[config.mk]
export PLATFORM = sky130hd
export DESIGN_NAME = mem_port_arbiter_flat
export DESIGN_NICKNAME = d
export VERILOG_FILES = /design/src/rtl/mem_port_arbiter_if.sv /design/src/rtl/mem_port_arbiter.sv /design/src/flat_wrapper.sv
export SDC_FILE = /design/constraint.sdc
export NUM_CORES = 1
export LEC_CHECK = 0
export CAP_MARGIN = 20
export CORE_AREA = 4 4 103 105
export CTS_CLUSTER_DIAMETER = 150
export DETAILED_ROUTE_END_ITERATION = 16
export DIE_AREA = 0 0 107 109
export GPL_TIMING_DRIVEN = 0
export PLACE_DENSITY = 0.72
export SETUP_SLACK_MARGIN = 0.3
export SYNTH_ARGS = -nofsm -noshare
export SYNTH_HDL_FRONTEND = slang
export SYNTH_SLANG_ARGS = --single-unit
export TNS_END_PERCENT = 30
[constraint.sdc]
create_clock -name clk -period 2.14 [get_ports clk]
set_input_delay 0.428 -clock clk [delete_from_list [all_inputs] [get_ports clk]]
set_output_delay 0.428 -clock clk [all_outputs]
set_load 0.005 [all_outputs]
[src/rtl/mem_port_arbiter_if.sv]
// Bundle of the fetch, load/store and memory-macro signals around the shared memory port.
// The arbiter takes the master view; the pipeline/memory environment takes the slave view.
interface mem_port_arbiter_if #(
   parameter int ADDR_W = 32,
   parameter int DATA_W = 32
);
   logic              if_req;
   logic [ADDR_W-1:0] if_addr;
   logic              if_gnt;
   logic              if_rvalid;
   logic [DATA_W-1:0] if_rdata;

   logic              dm_req;
   logic              dm_we;
   logic [1:0]        dm_size;
   logic [ADDR_W-1:0] dm_addr;
   logic [DATA_W-1:0] dm_wdata;
   logic              dm_gnt;
   logic              dm_rvalid;
   logic [DATA_W-1:0] dm_rdata;

   logic              mem_en;
   logic              mem_we;
   logic [1:0]        mem_size;
   logic [ADDR_W-1:0] mem_addr;
   logic [DATA_W-1:0] mem_wdata;
   logic [DATA_W-1:0] mem_rdata;

   logic              busy;

   modport master (
      input  if_req, if_addr, dm_req, dm_we, dm_size, dm_addr, dm_wdata, mem_rdata,
      output if_gnt, if_rvalid, if_rdata, dm_gnt, dm_rvalid, dm_rdata,
             mem_en, mem_we, mem_size, mem_addr, mem_wdata, busy
   );

   modport slave (
      output if_req, if_addr, dm_req, dm_we, dm_size, dm_addr, dm_wdata, mem_rdata,
      input  if_gnt, if_rvalid, if_rdata, dm_gnt, dm_rvalid, dm_rdata,
             mem_en, mem_we, mem_size, mem_addr, mem_wdata, busy
   );
endinterface

[src/rtl/mem_port_arbiter.sv]
// Shares one single-ported memory between instruction fetch (IF) and load/store (DM).
// DM has priority; IF is forced through after STARVE_MAX consecutive losses.
module mem_port_arbiter #(
   parameter int ADDR_W      = 32,
   parameter int DATA_W      = 32,
   parameter int MEM_LATENCY = 1,
   parameter int STARVE_MAX  = 4
) (
   input  logic               clk,
   input  logic               reset_n,
   mem_port_arbiter_if.master bus
);
   localparam int LAT_W = (MEM_LATENCY > 1) ? $clog2(MEM_LATENCY) : 1;
   localparam int STV_W = $clog2(STARVE_MAX + 1);
   localparam logic [LAT_W-1:0] LAT_INIT = LAT_W'(MEM_LATENCY - 1);
   localparam logic [STV_W-1:0] STV_MAX  = STV_W'(STARVE_MAX);

   typedef enum logic [0:0] {
      ST_IDLE = 1'b0,
      ST_WAIT = 1'b1
   } state_t;

   state_t             state_q, state_d;
   logic [LAT_W-1:0]   lat_cnt_q, lat_cnt_d;
   logic [STV_W-1:0]   starve_cnt_q, starve_cnt_d;
   logic               owner_dm_q, owner_dm_d;
   logic               store_q, store_d;
   logic               any_req_s;
   logic               pick_if_s;

   // Arbitration, memory request mux and response steering
   always_comb begin
      state_d        = state_q;
      lat_cnt_d      = lat_cnt_q;
      starve_cnt_d   = starve_cnt_q;
      owner_dm_d     = owner_dm_q;
      store_d        = store_q;
      any_req_s      = 1'b0;
      pick_if_s      = 1'b0;
      bus.if_gnt     = 1'b0;
      bus.if_rvalid  = 1'b0;
      bus.if_rdata   = '0;
      bus.dm_gnt     = 1'b0;
      bus.dm_rvalid  = 1'b0;
      bus.dm_rdata   = '0;
      bus.mem_en     = 1'b0;
      bus.mem_we     = 1'b0;
      bus.mem_size   = 2'b00;
      bus.mem_addr   = '0;
      bus.mem_wdata  = '0;
      bus.busy       = (state_q == ST_WAIT);

      case (state_q)
         ST_IDLE: begin
            // Grants are gated by reset_n so nothing leaks out while reset is held
            any_req_s = reset_n & (bus.if_req | bus.dm_req);
            pick_if_s = bus.if_req & (~bus.dm_req | (starve_cnt_q == STV_MAX));
            if (any_req_s) begin
               bus.mem_en = 1'b1;
               lat_cnt_d  = LAT_INIT;
               state_d    = ST_WAIT;
               if (pick_if_s) begin
                  bus.if_gnt   = 1'b1;
                  bus.mem_size = 2'b10;
                  bus.mem_addr = bus.if_addr;
                  starve_cnt_d = '0;
                  owner_dm_d   = 1'b0;
                  store_d      = 1'b0;
               end else begin
                  bus.dm_gnt    = 1'b1;
                  bus.mem_we    = bus.dm_we;
                  bus.mem_size  = bus.dm_size;
                  bus.mem_addr  = bus.dm_addr;
                  bus.mem_wdata = bus.dm_we ? bus.dm_wdata : '0;
                  owner_dm_d    = 1'b1;
                  store_d       = bus.dm_we;
                  if (bus.if_req && (starve_cnt_q != STV_MAX)) begin
                     starve_cnt_d = starve_cnt_q + STV_W'(1);
                  end else begin
                     starve_cnt_d = starve_cnt_q;
                  end
               end
            end else begin
               state_d = ST_IDLE;
            end
         end
         ST_WAIT: begin
            if (lat_cnt_q != '0) begin
               lat_cnt_d = lat_cnt_q - LAT_W'(1);
            end else begin
               state_d = ST_IDLE;
               if (owner_dm_q) begin
                  bus.dm_rvalid = 1'b1;
                  bus.dm_rdata  = store_q ? '0 : bus.mem_rdata;
               end else begin
                  bus.if_rvalid = 1'b1;
                  bus.if_rdata  = bus.mem_rdata;
               end
            end
         end
         default: begin
            state_d = ST_IDLE;
         end
      endcase
   end

   // FSM and bookkeeping registers; reset drops any in-flight access
   always_ff @(posedge clk or negedge reset_n) begin
      if (!reset_n) begin
         state_q      <= ST_IDLE;
         lat_cnt_q    <= '0;
         starve_cnt_q <= '0;
         owner_dm_q   <= 1'b0;
         store_q      <= 1'b0;
      end else begin
         state_q      <= state_d;
         lat_cnt_q    <= lat_cnt_d;
         starve_cnt_q <= starve_cnt_d;
         owner_dm_q   <= owner_dm_d;
         store_q      <= store_d;
      end
   end
endmodule
[src/flat_wrapper.sv]
// flat-port wrapper written by rule: the top's interface ports become plain ports
module mem_port_arbiter_flat 
#(
   parameter int ADDR_W      = 32,
   parameter int DATA_W      = 32,
   parameter int MEM_LATENCY = 1,
   parameter int STARVE_MAX  = 4
)
  (clk, reset_n, bus_if_req, bus_if_addr, bus_dm_req, bus_dm_we, bus_dm_size, bus_dm_addr, bus_dm_wdata, bus_mem_rdata, bus_if_gnt, bus_if_rvalid, bus_if_rdata, bus_dm_gnt, bus_dm_rvalid, bus_dm_rdata, bus_mem_en, bus_mem_we, bus_mem_size, bus_mem_addr, bus_mem_wdata, bus_busy);
  mem_port_arbiter_if #(.ADDR_W(ADDR_W), .DATA_W(DATA_W)) bus_i ();
  input  logic clk;
  input  logic reset_n;
  input wire logic [$bits(bus_i.if_req)-1:0] bus_if_req;
  input wire logic [$bits(bus_i.if_addr)-1:0] bus_if_addr;
  input wire logic [$bits(bus_i.dm_req)-1:0] bus_dm_req;
  input wire logic [$bits(bus_i.dm_we)-1:0] bus_dm_we;
  input wire logic [$bits(bus_i.dm_size)-1:0] bus_dm_size;
  input wire logic [$bits(bus_i.dm_addr)-1:0] bus_dm_addr;
  input wire logic [$bits(bus_i.dm_wdata)-1:0] bus_dm_wdata;
  input wire logic [$bits(bus_i.mem_rdata)-1:0] bus_mem_rdata;
  output wire logic [$bits(bus_i.if_gnt)-1:0] bus_if_gnt;
  output wire logic [$bits(bus_i.if_rvalid)-1:0] bus_if_rvalid;
  output wire logic [$bits(bus_i.if_rdata)-1:0] bus_if_rdata;
  output wire logic [$bits(bus_i.dm_gnt)-1:0] bus_dm_gnt;
  output wire logic [$bits(bus_i.dm_rvalid)-1:0] bus_dm_rvalid;
  output wire logic [$bits(bus_i.dm_rdata)-1:0] bus_dm_rdata;
  output wire logic [$bits(bus_i.mem_en)-1:0] bus_mem_en;
  output wire logic [$bits(bus_i.mem_we)-1:0] bus_mem_we;
  output wire logic [$bits(bus_i.mem_size)-1:0] bus_mem_size;
  output wire logic [$bits(bus_i.mem_addr)-1:0] bus_mem_addr;
  output wire logic [$bits(bus_i.mem_wdata)-1:0] bus_mem_wdata;
  output wire logic [$bits(bus_i.busy)-1:0] bus_busy;
  assign bus_i.if_req = bus_if_req;
  assign bus_i.if_addr = bus_if_addr;
  assign bus_i.dm_req = bus_dm_req;
  assign bus_i.dm_we = bus_dm_we;
  assign bus_i.dm_size = bus_dm_size;
  assign bus_i.dm_addr = bus_dm_addr;
  assign bus_i.dm_wdata = bus_dm_wdata;
  assign bus_i.mem_rdata = bus_mem_rdata;
  assign bus_if_gnt = bus_i.if_gnt;
  assign bus_if_rvalid = bus_i.if_rvalid;
  assign bus_if_rdata = bus_i.if_rdata;
  assign bus_dm_gnt = bus_i.dm_gnt;
  assign bus_dm_rvalid = bus_i.dm_rvalid;
  assign bus_dm_rdata = bus_i.dm_rdata;
  assign bus_mem_en = bus_i.mem_en;
  assign bus_mem_we = bus_i.mem_we;
  assign bus_mem_size = bus_i.mem_size;
  assign bus_mem_addr = bus_i.mem_addr;
  assign bus_mem_wdata = bus_i.mem_wdata;
  assign bus_busy = bus_i.busy;
  mem_port_arbiter #(.ADDR_W(ADDR_W), .DATA_W(DATA_W), .MEM_LATENCY(MEM_LATENCY), .STARVE_MAX(STARVE_MAX)) u_core (.clk(clk), .reset_n(reset_n), .bus(bus_i));
endmodule
==> summary by stage <==
Critical path
The type of the setup path with the least slack is reg2out. The dominant cell type by count on the critical path is buf_6. Along the worst path, the maximum fanout reaches 7. Data arrives at the worst endpoint at 1.84 ns. In this design, the largest share of critical-path delay is due to buffers and inverters. Together, buffers and inverters on the worst path number 4. For this run, the slowest stage of the critical path takes 0.37 ns. Among all stages on the critical path, the largest delay is contributed by dfrtp_1. The critical path launch point type is a flip-flop.

STA classifies the critical path endpoint as an output port. Traced cell by cell, the critical path runs through inv_1, ha_2, nand3_2, and3_4, buf_6, buf_6, a22o_1, dlygate4sd2_1. STA puts the critical path data required time at 1.71 ns.

Cells and area
The finished cells cover 4797 um2. The fraction of layout cells with a size suffix above 1 is 46.17%. Measured on the finished design, the core utilization comes to 49.77%. The filler cell count in the final layout is 956. The growth of design area from synthesis to finish is 256.0%. After the last flow step, the layout net total stands at 622. The sequential cell area is 151.4 um2. Summing all multi-input logic gate instances after layout gives 1319 um2. The number of diodes added for antenna fixing is 0.

Die
The floorplan has 36 rows. The die height is 109 um. The die covers 11660 um2. The area of the core is 9639 um2. For this design the top-level I/O count stands at 272. The die span in x is 107 um. The initial core utilization is 13.98%.

Timing
The maximum achievable frequency is 0.4413 GHz. Clock skew on the completed layout was measured at 0.002145 ns. The number of max-slew violations in the final report is 0.

The final hold violation count was 0. Final hold analysis gives a worst-case slack of 0.01808 ns. The smallest clock period supported by the final layout is computed as 2.266 ns. Setup slack on the critical path of the routed design comes to -0.1258 ns. The total negative slack is -2.562 ns. After layout, the worst path uses 105.9% of the clock period. The worst pin sits at a relative slew slack of 74.08%.

The final setup violation count is 49. Setup repair after global routing could not meet its margin everywhere. The worst-margin pin slew is 0.3888 ns.

Power
In this run the static leakage power is 2.606 nW. In this run the power density over the cells is 257.9 nW/um2. IR analysis of the VDD net gives a maximum drop of 0.0001472 V.

Synthesis
In this run the biggest area consumer among cell types represents 31.10% of the synthesized area. Yosys printed 0 warnings. The fraction of synthesis flops using an asynchronous set or reset pin is 100.0%. By area the synthesized netlist is led by and2_1, a22o_1, and3_1, dfrtp_1, clkbuf_1. The count of cell types in the netlist is 27. The post-synthesis area per instance is 7.324 um2. When the netlist entered floorplanning its net count stood at 321. Synthesis produced a netlist whose cell count is 184.

Ranked by instance count, the synthesized netlist is headed by and2_1, a22o_1, and3_1, clkbuf_1, dfrtp_1. After synthesis, flip-flops and latches occupy 11.14% of the total area. In the synthesized netlist the dominant register cell turns out to be dfrtp_1. The number of enable-type register cells in the synthesized netlist is 0. The synthesized design contains 6 register bits. The most common cell in the synthesized netlist is and2_1. Summing every instance area after synthesis gives 1348 um2.

Of all cell types, the one taking the most synthesized area is and2_1.

Detailed routing
The iteration-0 DRC count of the detailed router is 73. The vias per cell is 4.279. The final route contains 2636 vias. The number of antenna-violating nets in the routed design is 0. Summed over all layers, the routed wires come to 10430 um. The number of search-and-repair iterations in the first detailed-routing pass is 4. In the final routed layout, each cell accounts on average for 16.94 um. After detailed routing, the number of remaining DRC violations is 0.

Placement
Summing all placed instances gives a cell area of 4227 um2. The detailed placement HPWL is 8199 um. At the end of routability-driven placement, the weighted congestion stood at 0.7938. Port buffering added 271 buffers.

Global routing
For this run the aggregate overflow at the end of global routing stands at 0. In the global route stage, overall resource usage came out at 15.46%. The initial antenna violation count is 0. The global-route wire length before repair is 14180 um. Entering global routing, the biggest net connects 11 pins.

The via count of the first global-routing pass was 2704.

Clock network
The TritonCTS clock tree is yes. The total number of clock tree sinks is 6. CTS built an H-tree with a depth of 1. The clock slew seen by the registers of the worst setup and hold paths is 0.04 ns. The master cell of the clock root buffer is clkbuf_8. The number of buffers created by CTS is 3. The longest clock path from root to sink contains 2 buffers. For the worst-skew pair, the clock arrives at the later sink with an insertion delay of 0.22 ns.

Run status
The final reports fail on setup timing. The run finished, with violations left.

Min path
The worst min-delay path class is in2async.

Run
The number of violations of the max-capacitance limit is 0.
[flip-flops by register name, indices dropped and copies added (netlist names)]
register             cells
u_core.store_q           1
u_core.bus.busy          1
u_core.owner_dm_q        1
u_core.starve_cnt_q      3
[worst paths after layout]
kind                            depth (start not counted)  slack (ns)                 to                    from
max in group asynchronous                               1        1.98    u_core.bus.busy                 reset_n
worst min-delay path                                    1        0.02     u_core.store_q                 reset_n
worst max register to register                         10        0.37  u_core.owner_dm_q  u_core.starve_cnt_q[0]
worst max-delay path                                    8       -0.13   bus_mem_addr[28]  u_core.starve_cnt_q[0]
min in group clk                                        1        0.50     u_core.store_q          u_core.store_q
worst min register to register                          1        0.50     u_core.store_q          u_core.store_q
[layer usage]
layer	GRT usage [%]	up-vias	wire length [um]
met1	14.42	1197	3308
li1	-	1255	-
met5	0	-	0
met4	4.018	0	157
met2	32.15	171	5890
met3	4.677	13	1077
[area by class of cell]
class	instances	share of cell area, %
tap	133	3.469
clock buffer	3	0.8607
timing repair buffer	296	60.04
inverter	3	0.2347
buffer	20	4.747
multi-input combinational	155	27.49
sequential	6	3.156
[where the power goes]
group	internal, mW	switching [mW]
combinational	0.610	0.302
sequential	0.136	0.0218
clock	0.121	0.0472
[timing repair]
item / CTS / global route
setup buffers: 15 / 3
pin swaps: 57 / 17
setup endpoints to repair: 138 / 132
resized for setup: 507 / 123
hold buffers: 0 / 0
gates cloned: 6 / 1
[placed cells by master (no fill, tap or decap), types with 3 or more instances in the layout]
cell / n
a22o_1: 33
and2_1: 35
and2_4: 32
and3_1: 8
and3_4: 25
buf_2: 30
buf_4: 16
buf_6: 76
buf_8: 8
clkbuf_2: 15
clkbuf_8: 3
clkdlybuf4s15_2: 4
clkdlybuf4s50_1: 132
dfrtp_1: 5
dlygate4sd2_1: 9
dlymetal6s2s_1: 22
inv_1: 3
[cell families (layout without fill, tap and decap cells)]
group,count (synthesis),in the layout,share of synthesized area [%]
simple gates,112,112,51.81
compound gates,40,40,25.16
buf+inv,23,322,9.377
flops,6,6,11.14
fa+ha+maj,2,2,1.857
xor+xnor,1,1,0.6501
[per-stage QoR]
step	worst slack [ns]	power [mW]	instances
2_1_floorplan	0.3436	0.3724	184
3_3_place_gp	-0.9675	0.9122	588
3_5_place_dp	-0.9727	0.9226	588
4_1_cts	-0.1185	1.192	612
5_1_grt	-0.2017	1.324	616
6_report	-0.1258	1.237	616
(Power assumes the default switching activity.)
